$ cat src/rtl/ripple_accumulator_if.sv
`default_nettype none
// ============================================================================
// Module      : ripple_accumulator_if
// Description : Bus bundle for the frame accumulator. It carries the sample
//               stream (valid/ready), the result stream (valid/ready) and the
//               synchronous frame-abort strobe.
// Revision    : 1.0 - initial release
// ============================================================================
interface ripple_accumulator_if #(
  parameter int N = 4
);
  logic         clear;
  logic         in_valid;
  logic         in_ready;
  logic [N-1:0] in_data;
  logic         out_valid;
  logic         out_ready;
  logic [N-1:0] out_sum;
  logic         out_ovf;

  // Producer/consumer side, which drives samples and accepts results
  modport master (
    output clear, in_valid, in_data, out_ready,
    input  in_ready, out_valid, out_sum, out_ovf
  );

  // Accumulator side
  modport slave (
    input  clear, in_valid, in_data, out_ready,
    output in_ready, out_valid, out_sum, out_ovf
  );
endinterface
`default_nettype wire

$ cat src/rtl/ripple_accumulator.sv
`default_nettype none
// ============================================================================
// Module      : ripple_carry_adder / ripple_accumulator
// Description : The unsigned ripple-carry adder, and a handshaked frame
//               accumulator built on it. The accumulator sums COUNT samples
//               modulo 2^N, tracks whether any carry-out occurred in the frame,
//               and holds the result on a valid/ready port until it is taken.
// Revision    : 1.0 - initial release
// ============================================================================

module ripple_carry_adder #(
  parameter int n = 4
) (
  input  wire logic [n-1:0] a,
  input  wire logic [n-1:0] b,
  output      logic [n-1:0] sum,
  output      logic         cout
);
  // Carry chain; bit 0 has no carry-in
  logic [n:0] w_c;

  assign w_c[0] = 1'b0;

  for (genvar i = 0; i < n; i++) begin : g_bit
    assign sum[i]   = a[i] ^ b[i] ^ w_c[i];
    assign w_c[i+1] = (a[i] & b[i]) | (w_c[i] & (a[i] ^ b[i]));
  end

  assign cout = w_c[n];
endmodule

module ripple_accumulator #(
  parameter int N     = 4,
  parameter int COUNT = 4
) (
  input  wire logic              clk,
  input  wire logic              rst_n,
  ripple_accumulator_if.slave    acc_bus
);
  // A counter of at least one bit keeps COUNT=1 legal
  localparam int            CW     = (COUNT > 1) ? $clog2(COUNT) : 1;
  localparam logic [CW-1:0] C_LAST = CW'(COUNT - 1);

  typedef enum logic [0:0] {
    ST_ACC  = 1'b0,
    ST_HOLD = 1'b1
  } state_t;

  state_t        r_state;
  logic [N-1:0]  r_acc;
  logic [CW-1:0] r_cnt;
  logic          r_ovf;
  logic [N-1:0]  r_out_sum;
  logic          r_out_ovf;

  logic [N-1:0]  w_sum;
  logic          w_cout;

  // Running total plus the incoming sample
  ripple_carry_adder #(
    .n (N)
  ) u_adder (
    .a    (r_acc),
    .b    (acc_bus.in_data),
    .sum  (w_sum),
    .cout (w_cout)
  );

  // Handshake flags depend only on the state register, so there is no
  // combinational path from out_ready to in_ready (no bypass).
  assign acc_bus.in_ready  = (r_state == ST_ACC);
  assign acc_bus.out_valid = (r_state == ST_HOLD);
  assign acc_bus.out_sum   = r_out_sum;
  assign acc_bus.out_ovf   = r_out_ovf;

  // Frame FSM: accumulate in ACC, present the result in HOLD; clear aborts
  always_ff @(posedge clk or negedge rst_n) begin
    if (!rst_n) begin
      r_state   <= ST_ACC;
      r_acc     <= '0;
      r_cnt     <= '0;
      r_ovf     <= 1'b0;
      r_out_sum <= '0;
      r_out_ovf <= 1'b0;
    end else if (acc_bus.clear) begin
      // Abort: drop any pending result and any partial frame; a sample
      // offered this cycle is not consumed.
      r_state <= ST_ACC;
      r_acc   <= '0;
      r_cnt   <= '0;
      r_ovf   <= 1'b0;
    end else begin
      case (r_state)
        ST_ACC: begin
          if (acc_bus.in_valid) begin
            if (r_cnt == C_LAST) begin
              // Last sample: publish the total and restart the frame
              r_state   <= ST_HOLD;
              r_out_sum <= w_sum;
              r_out_ovf <= r_ovf | w_cout;
              r_acc     <= '0;
              r_cnt     <= '0;
              r_ovf     <= 1'b0;
            end else begin
              r_acc <= w_sum;
              r_ovf <= r_ovf | w_cout;
              r_cnt <= r_cnt + CW'(1);
            end
          end
        end
        ST_HOLD: begin
          if (acc_bus.out_ready) begin
            r_state <= ST_ACC;
          end
        end
        default: r_state <= ST_ACC;
      endcase
    end
  end
endmodule
`default_nettype wire

$ cat src/flat_wrapper.sv
// flat-port wrapper written by rule: the top's interface ports become plain ports
module ripple_accumulator_flat 
#(
  parameter int N     = 4,
  parameter int COUNT = 4
)
  (clk, rst_n, acc_bus_clear, acc_bus_in_valid, acc_bus_in_data, acc_bus_out_ready, acc_bus_in_ready, acc_bus_out_valid, acc_bus_out_sum, acc_bus_out_ovf);
  ripple_accumulator_if #(.N(N)) acc_bus_i ();
  input  wire logic clk;
  input  wire logic rst_n;
  input wire logic [$bits(acc_bus_i.clear)-1:0] acc_bus_clear;
  input wire logic [$bits(acc_bus_i.in_valid)-1:0] acc_bus_in_valid;
  input wire logic [$bits(acc_bus_i.in_data)-1:0] acc_bus_in_data;
  input wire logic [$bits(acc_bus_i.out_ready)-1:0] acc_bus_out_ready;
  output wire logic [$bits(acc_bus_i.in_ready)-1:0] acc_bus_in_ready;
  output wire logic [$bits(acc_bus_i.out_valid)-1:0] acc_bus_out_valid;
  output wire logic [$bits(acc_bus_i.out_sum)-1:0] acc_bus_out_sum;
  output wire logic [$bits(acc_bus_i.out_ovf)-1:0] acc_bus_out_ovf;
  assign acc_bus_i.clear = acc_bus_clear;
  assign acc_bus_i.in_valid = acc_bus_in_valid;
  assign acc_bus_i.in_data = acc_bus_in_data;
  assign acc_bus_i.out_ready = acc_bus_out_ready;
  assign acc_bus_in_ready = acc_bus_i.in_ready;
  assign acc_bus_out_valid = acc_bus_i.out_valid;
  assign acc_bus_out_sum = acc_bus_i.out_sum;
  assign acc_bus_out_ovf = acc_bus_i.out_ovf;
  ripple_accumulator #(.N(N), .COUNT(COUNT)) u_core (.clk(clk), .rst_n(rst_n), .acc_bus(acc_bus_i));
endmodule
$ cat config.mk
export PLATFORM = sky130hd
export DESIGN_NAME = ripple_accumulator_flat
export DESIGN_NICKNAME = d
export VERILOG_FILES = /design/src/rtl/ripple_accumulator_if.sv /design/src/rtl/ripple_accumulator.sv /design/src/flat_wrapper.sv
export SDC_FILE = /design/constraint.sdc
export NUM_CORES = 1
export LEC_CHECK = 0
export CAP_MARGIN = 10
export CORE_MARGIN = 3
export CORE_UTILIZATION = 51
export DETAILED_ROUTE_END_ITERATION = 7
export PLACE_DENSITY = 0.8
export SLEW_MARGIN = 20
export SYNTH_ARGS = -nofsm -noshare
export SYNTH_HDL_FRONTEND = slang
export SYNTH_HIERARCHICAL = 1
export SYNTH_SLANG_ARGS = --single-unit
$ cat constraint.sdc
create_clock -name clk -period 5.52 [get_ports clk]
set_clock_uncertainty 0.1 [all_clocks]
set_input_delay 0.828 -clock clk [delete_from_list [all_inputs] [get_ports clk]]
set_output_delay 0.828 -clock clk [all_outputs]
set_load 0.005 [all_outputs]
## Yosys cells after proc, flatten, opt, wreduce, memory -nomap -nowiden

Cells that the tools add are included.

- Memory bits (writable): 0
- Memory bits (read-only): 0
- Register bits: 13
- Word-level logic and storage cells: 49
- Bits in latches: 0
- Output and inout port bits: 7
- Memories: 0

- Shift-type cells: 0
- $lt $le $gt $ge: 0
- Reduce and logical (&&, ||, !) cells: 3
- Bitwise logic cells: 20
- Divide/modulo/power cells: 0
- $mul: 0
- Add/subtract/negate cells: 1
- Multiplexer cells: 17
- Equality and inequality tests: 2

Operators by type and width:

| cell | number |
|---|---|
| two-way mux 4 bit | 4 |
| two-way mux 1 bit | 8 |
| two-way mux 2 bit | 4 |
| AND 1 bit | 7 |
| bitwise XOR 1 bit | 7 |
| bitwise OR 1 bit | 4 |
| AND reduction 4 bit | 1 |
| adder 2 x 1 -> 2 bit (second input constant) | 1 |
| equality test 2 bit (second input constant) | 1 |
| != test 2 bit (second input constant) | 1 |
| inverter 1 bit | 2 |
| one-hot mux 1 bit (2 select lines) | 1 |
| AND reduction 2 bit | 1 |
| nonzero test 2 bit | 1 |

## Logic depth before layout (Yosys ltp)

- Depth in word-level cells: 12
- Mapped depth: 10
- Gate-level depth less buffers: 10

## Modules after synthesis

The synthesis kept the hierarchy.

Modules (own cells, without submodules):

| module | area each (µm²) | times used | cells an instance |
|---|---|---|---|
| ripple_accumulator | 616.8 | 1 | 52 |
| ripple_carry_adder | 110.1 | 1 | 14 |

## Worst setup path before layout

No wires, ideal clock.

- Path kind: input to register
- Start: input port acc_bus_in_data[0]
- End: register u_core.r_out_sum[3] (netlist: u_core/acc_bus.out_sum[3])
- Cell stages on the path: 9
- Slack: 2.967 ns
- Arrival time: 2.328 ns
- Required time: 5.295 ns
- Cell sequence: ha_1 -> inv_1 -> fa_1 -> inv_1 -> fa_1 -> inv_1 -> fa_1 -> inv_1 -> mux2_4

- Cells in the longest elaborated chain, start to end: 6

Ends and longest elaborated chain:

| item | line | text |
|---|---|---|
| from (decl) | flat_wrapper.sv:13 | `input wire logic [$bits(acc_bus_i.in_data)-1:0] acc_bus_in_data;` |
| AND 1 bit (2 in a row) | ripple_accumulator.sv:26 | `assign w_c[i+1] = (a[i] & b[i]) \| (w_c[i] & (a[i] ^ b[i]));` |
| bitwise OR 1 bit | ripple_accumulator.sv:26 |  |
| AND 1 bit | ripple_accumulator.sv:26 |  |
| bitwise OR 1 bit | ripple_accumulator.sv:26 |  |
| bitwise XOR 1 bit | ripple_accumulator.sv:25 | `assign sum[i] = a[i] ^ b[i] ^ w_c[i];` |
| named net u_core.w_sum[3] | ripple_accumulator.sv:56 | `logic [N-1:0] w_sum;` |
| to (signal assigned) | ripple_accumulator.sv:99 | `r_out_sum <= w_sum;` |
| to (decl) | ripple_accumulator.sv:53 | `logic [N-1:0] r_out_sum;` |

The timed path passes the listed nets, and every way through them passes these cells.
A chain may end at the register's enable or synchronous reset.

## Final worst setup path

Ends and elaborated chain as after synthesis.

==> reports/metrics.csv <==
stage;metric;value;unit
placement;place.gp.congestion;0.695;
placement;postPlaceCellArea;867;um^2
sta;period_share;50.5;%
setup_path;r2r_setup_slack;3.38;ns
clock_tree;cts_root_buf;clkbuf_4;
synthesis;synth_top_cell_by_area;dfrtp_1;
clock_tree;clockBufferDepth;2;
setup_path;crit_path_max_incr_delay;0.47;ns
setup_path;r2r_end;u_core/acc_bus.out_sum[3];
power;vdd_drop_max;0.166;mV
setup_path;critPathArrivalTime;2.85;ns
clock_tree;cts_htree_levels;1;
sta;worst_slew_pin_slew;0.593;ns
synthesis;synth_top_cell_area_share;44.8;%
drt;routedWlPerCell;12.8;um
clock_tree;path_clk_slew;0.08;ns
sta;tns;0;ns
synthesis;syn_avg_cell_area;11.0;um^2
drt;vias;474;
job;maxCapViolCount;0;
power;p_leak;0.414;nW
setup_path;cp-startpoint;acc_bus_in_data[0];
min_path;hold_class;flip-flop to flip-flop;
drt;drtAntennaViolNets;0;
setup_path;critPathLaunchType;input pin;
cells_and_area;nNetsFinal;98;
grt;antenna_found_initial;0;
setup_path;crit_buf_inv;5;
setup_path;cp-end-kind;flip-flop;
floorplanning;core-area;1220;um^2
placement;io_buffers;15;
floorplanning;die_y;43.8;um
drt;wl;1.23;mm
power;power_density;253;nW/um^2
cells_and_area;instances_no_fill;96;
cells_and_area;diodes;0;
grt;grt_pass1_wl;2.05;mm
sta;worst_slew_margin_rel;60.4;%
setup_path;r2r-start;u_core/r_acc[0];
clock_tree;cts_tree;yes;
drt;drt_first_pass_iters;2;
cells_and_area;multi_input_area;333;um^2
clock_tree;cts_inserted_buffers;3;
floorplanning;die_area;1910;um^2
setup_path;crit_type;input pin to flip-flop;
floorplanning;floorplan.initialDensity;59.8;%
cells_and_area;layout_common_cells;clkdlybuf4s50_1, dfrtp_1, inv_1;
setup_path;required;5.58;ns
sta;final.min_clock_period;2.79;ns
clock_tree;cts_num_sinks;13;
sta;rsz0062_at_grt;false;
drt;first_iter_violations;3;
clock_tree;cts-resized-gates;0;
synthesis;ys_top_cells_by_area;dfrtp_1, fa_1, mux2_4;
cells_and_area;seqCellArea;325;um^2
setup_path;crit_path_max_fanout;2;
synthesis;synth_cells;66;
grt;first_global_vias;480;
cells_and_area;layout-drive-gt1-share;11.0;%
placement;hpwl;944;um
floorplanning;die_w;43.8;um
setup_path;cp.depth;10;
drt;drc;0;
synthesis;yosysUniqueCellTypes;18;
cells_and_area;syn2layout_area_growth;22.9;%
outcome;status;complete, no violations;
setup_path;worstPathCellList;clkdlybuf4s50_1, ha_1, inv_1, fa_1, inv_1, fa_1, inv_1, fa_1, inv_1, mux2_4;
floorplanning;pin_count;16;
synthesis;ys_ff_latch;13;
setup_path;critPathSlowestCell;fa_1;
cells_and_area;fillers;86;
grt;grt_max_degree;14;
sta;drv_slew;0;
setup_path;crit_family;adder cells;
sta;setup_viol;0;
grt;track_usage;14.7;%
sta;finalHoldViolCount;0;
sta;max_freq;359;MHz
synthesis;syn-num-nets;81;
placement;place_inst;92;
floorplanning;row_count;12;
clock_tree;clock_latency;0.27;ns
clock_tree;post-cts-setup-buffers;0;
grt;overflow;0;
setup_path;critPathCapture;u_core/acc_bus.out_sum[3];
setup_path;r2r_cells;9;
cells_and_area;fin_area;893;um^2
setup_path;cp_common_cell;inv_1;
clock_tree;ctsHoldBuffers;0;
synthesis;syn_area;727;um^2
synthesis;ys_warn_count;6;
synthesis;seq_area_frac_synth;44.8;%
drt;viasPerCell;4.94;
cells_and_area;final_common_cell;clkdlybuf4s50_1;
==> registers in the layout, indices dropped and copies added (netlist names) <==
signal                    count
u_core/r_acc                  4
u_core/acc_bus.out_sum        4
u_core/r_ovf                  1
u_core/acc_bus.out_valid      1
u_core/acc_bus.out_ovf        1
u_core/r_cnt                  2
==> final cells by class <==
cell class / count / share of cell area (%)
clock buffers: 4 / 2.94
well taps: 14 / 1.96
repair buffers: 15 / 16.8
flip-flops and latches: 13 / 36.4
multi-input cells: 39 / 37.3
inverters: 11 / 4.62
==> how the worst min path moves through the flow <==
stage	slack, ns	end	cells after the start	startpoint
floorplan	0.39	u_core/r_acc[1]	2	u_core/r_acc[1]
global placement	0.40	u_core/acc_bus.out_sum[2]	1	u_core/acc_bus.out_sum[2]
detailed placement	0.40	u_core/acc_bus.out_sum[0]	1	u_core/acc_bus.out_sum[0]
CTS	0.42	u_core/acc_bus.out_sum[0]	1	u_core/acc_bus.out_sum[0]
global route	0.43	u_core/acc_bus.out_sum[0]	1	u_core/acc_bus.out_sum[0]
finish	0.41	u_core/acc_bus.out_sum[0]	1	u_core/acc_bus.out_sum[0]
==> where the power goes <==
group	leakage, nW	switching [mW]	internal [mW]	total (mW)
registers	0.175	0.00683	0.106	0.113
logic	0.224	0.0220	0.0335	0.0554
clock network	0.0150	0.0296	0.0280	0.0576
==> cell usage after synthesis <==
| master | count |
|---|---|
| buf_6 | 2 |
| fa_1 | 3 |
| nor4bb_4 | 1 |
| clkbuf_2 | 1 |
| ha_1 | 3 |
| and2b_1 | 1 |
| mux2_4 | 4 |
| a31oi_1 | 1 |
| a211oi_1 | 1 |
| nand2_1 | 7 |
| a21oi_1 | 8 |
| nor2b_1 | 1 |
| nand3b_1 | 4 |
| dfrtp_1 | 13 |
| inv_1 | 11 |
| nand2b_2 | 1 |
| nor2_1 | 3 |
| or3_1 | 1 |
==> worst reg2reg max path, stage by stage, from the launching register on <==
cell and delay (ns):
dfrtp_1 0.36, ha_1 0.15, inv_1 0.05, fa_1 0.35
inv_1 0.07, fa_1 0.15, inv_1 0.04, fa_1 0.47
inv_1 0.05, mux2_4 0.25
==> stage by stage <==
step / hold WS [ns] / power, mW / setup slack [ns] / util (%)
global route: 0.434 / 0.240 / 2.64 / 73.5
finish: 0.414 / 0.226 / 2.73 / 73.5
detailed placement: 0.405 / 0.172 / 2.44 / 71.3
floorplan: 0.395 / 0.145 / 2.97 / -
CTS: 0.422 / 0.230 / 2.73 / 73.5
global placement: 0.398 / 0.170 / 2.44 / 71.3
==> metal layers <==
| metal | track usage, % | part of all wire [%] | up-vias |
|---|---|---|---|
| li1 | - | - | 245 |
| met1 | 18.1 | 44 | 219 |
| met2 | 23.5 | 50 | 8 |
| met3 | 2.90 | 4.4 | 2 |
| met4 | 9.04 | 1.1 | 0 |
| met5 | 0 | 0 | - |
==> kinds of logic after synthesis <==
family	share of synthesized area [%]
simple gates	16.7
flops	44.8
buf+inv	9.47
mux	8.26
fa+ha+maj	13.4
compound gates	7.40
No activity file was read; power rests on OpenSTA's default activity.
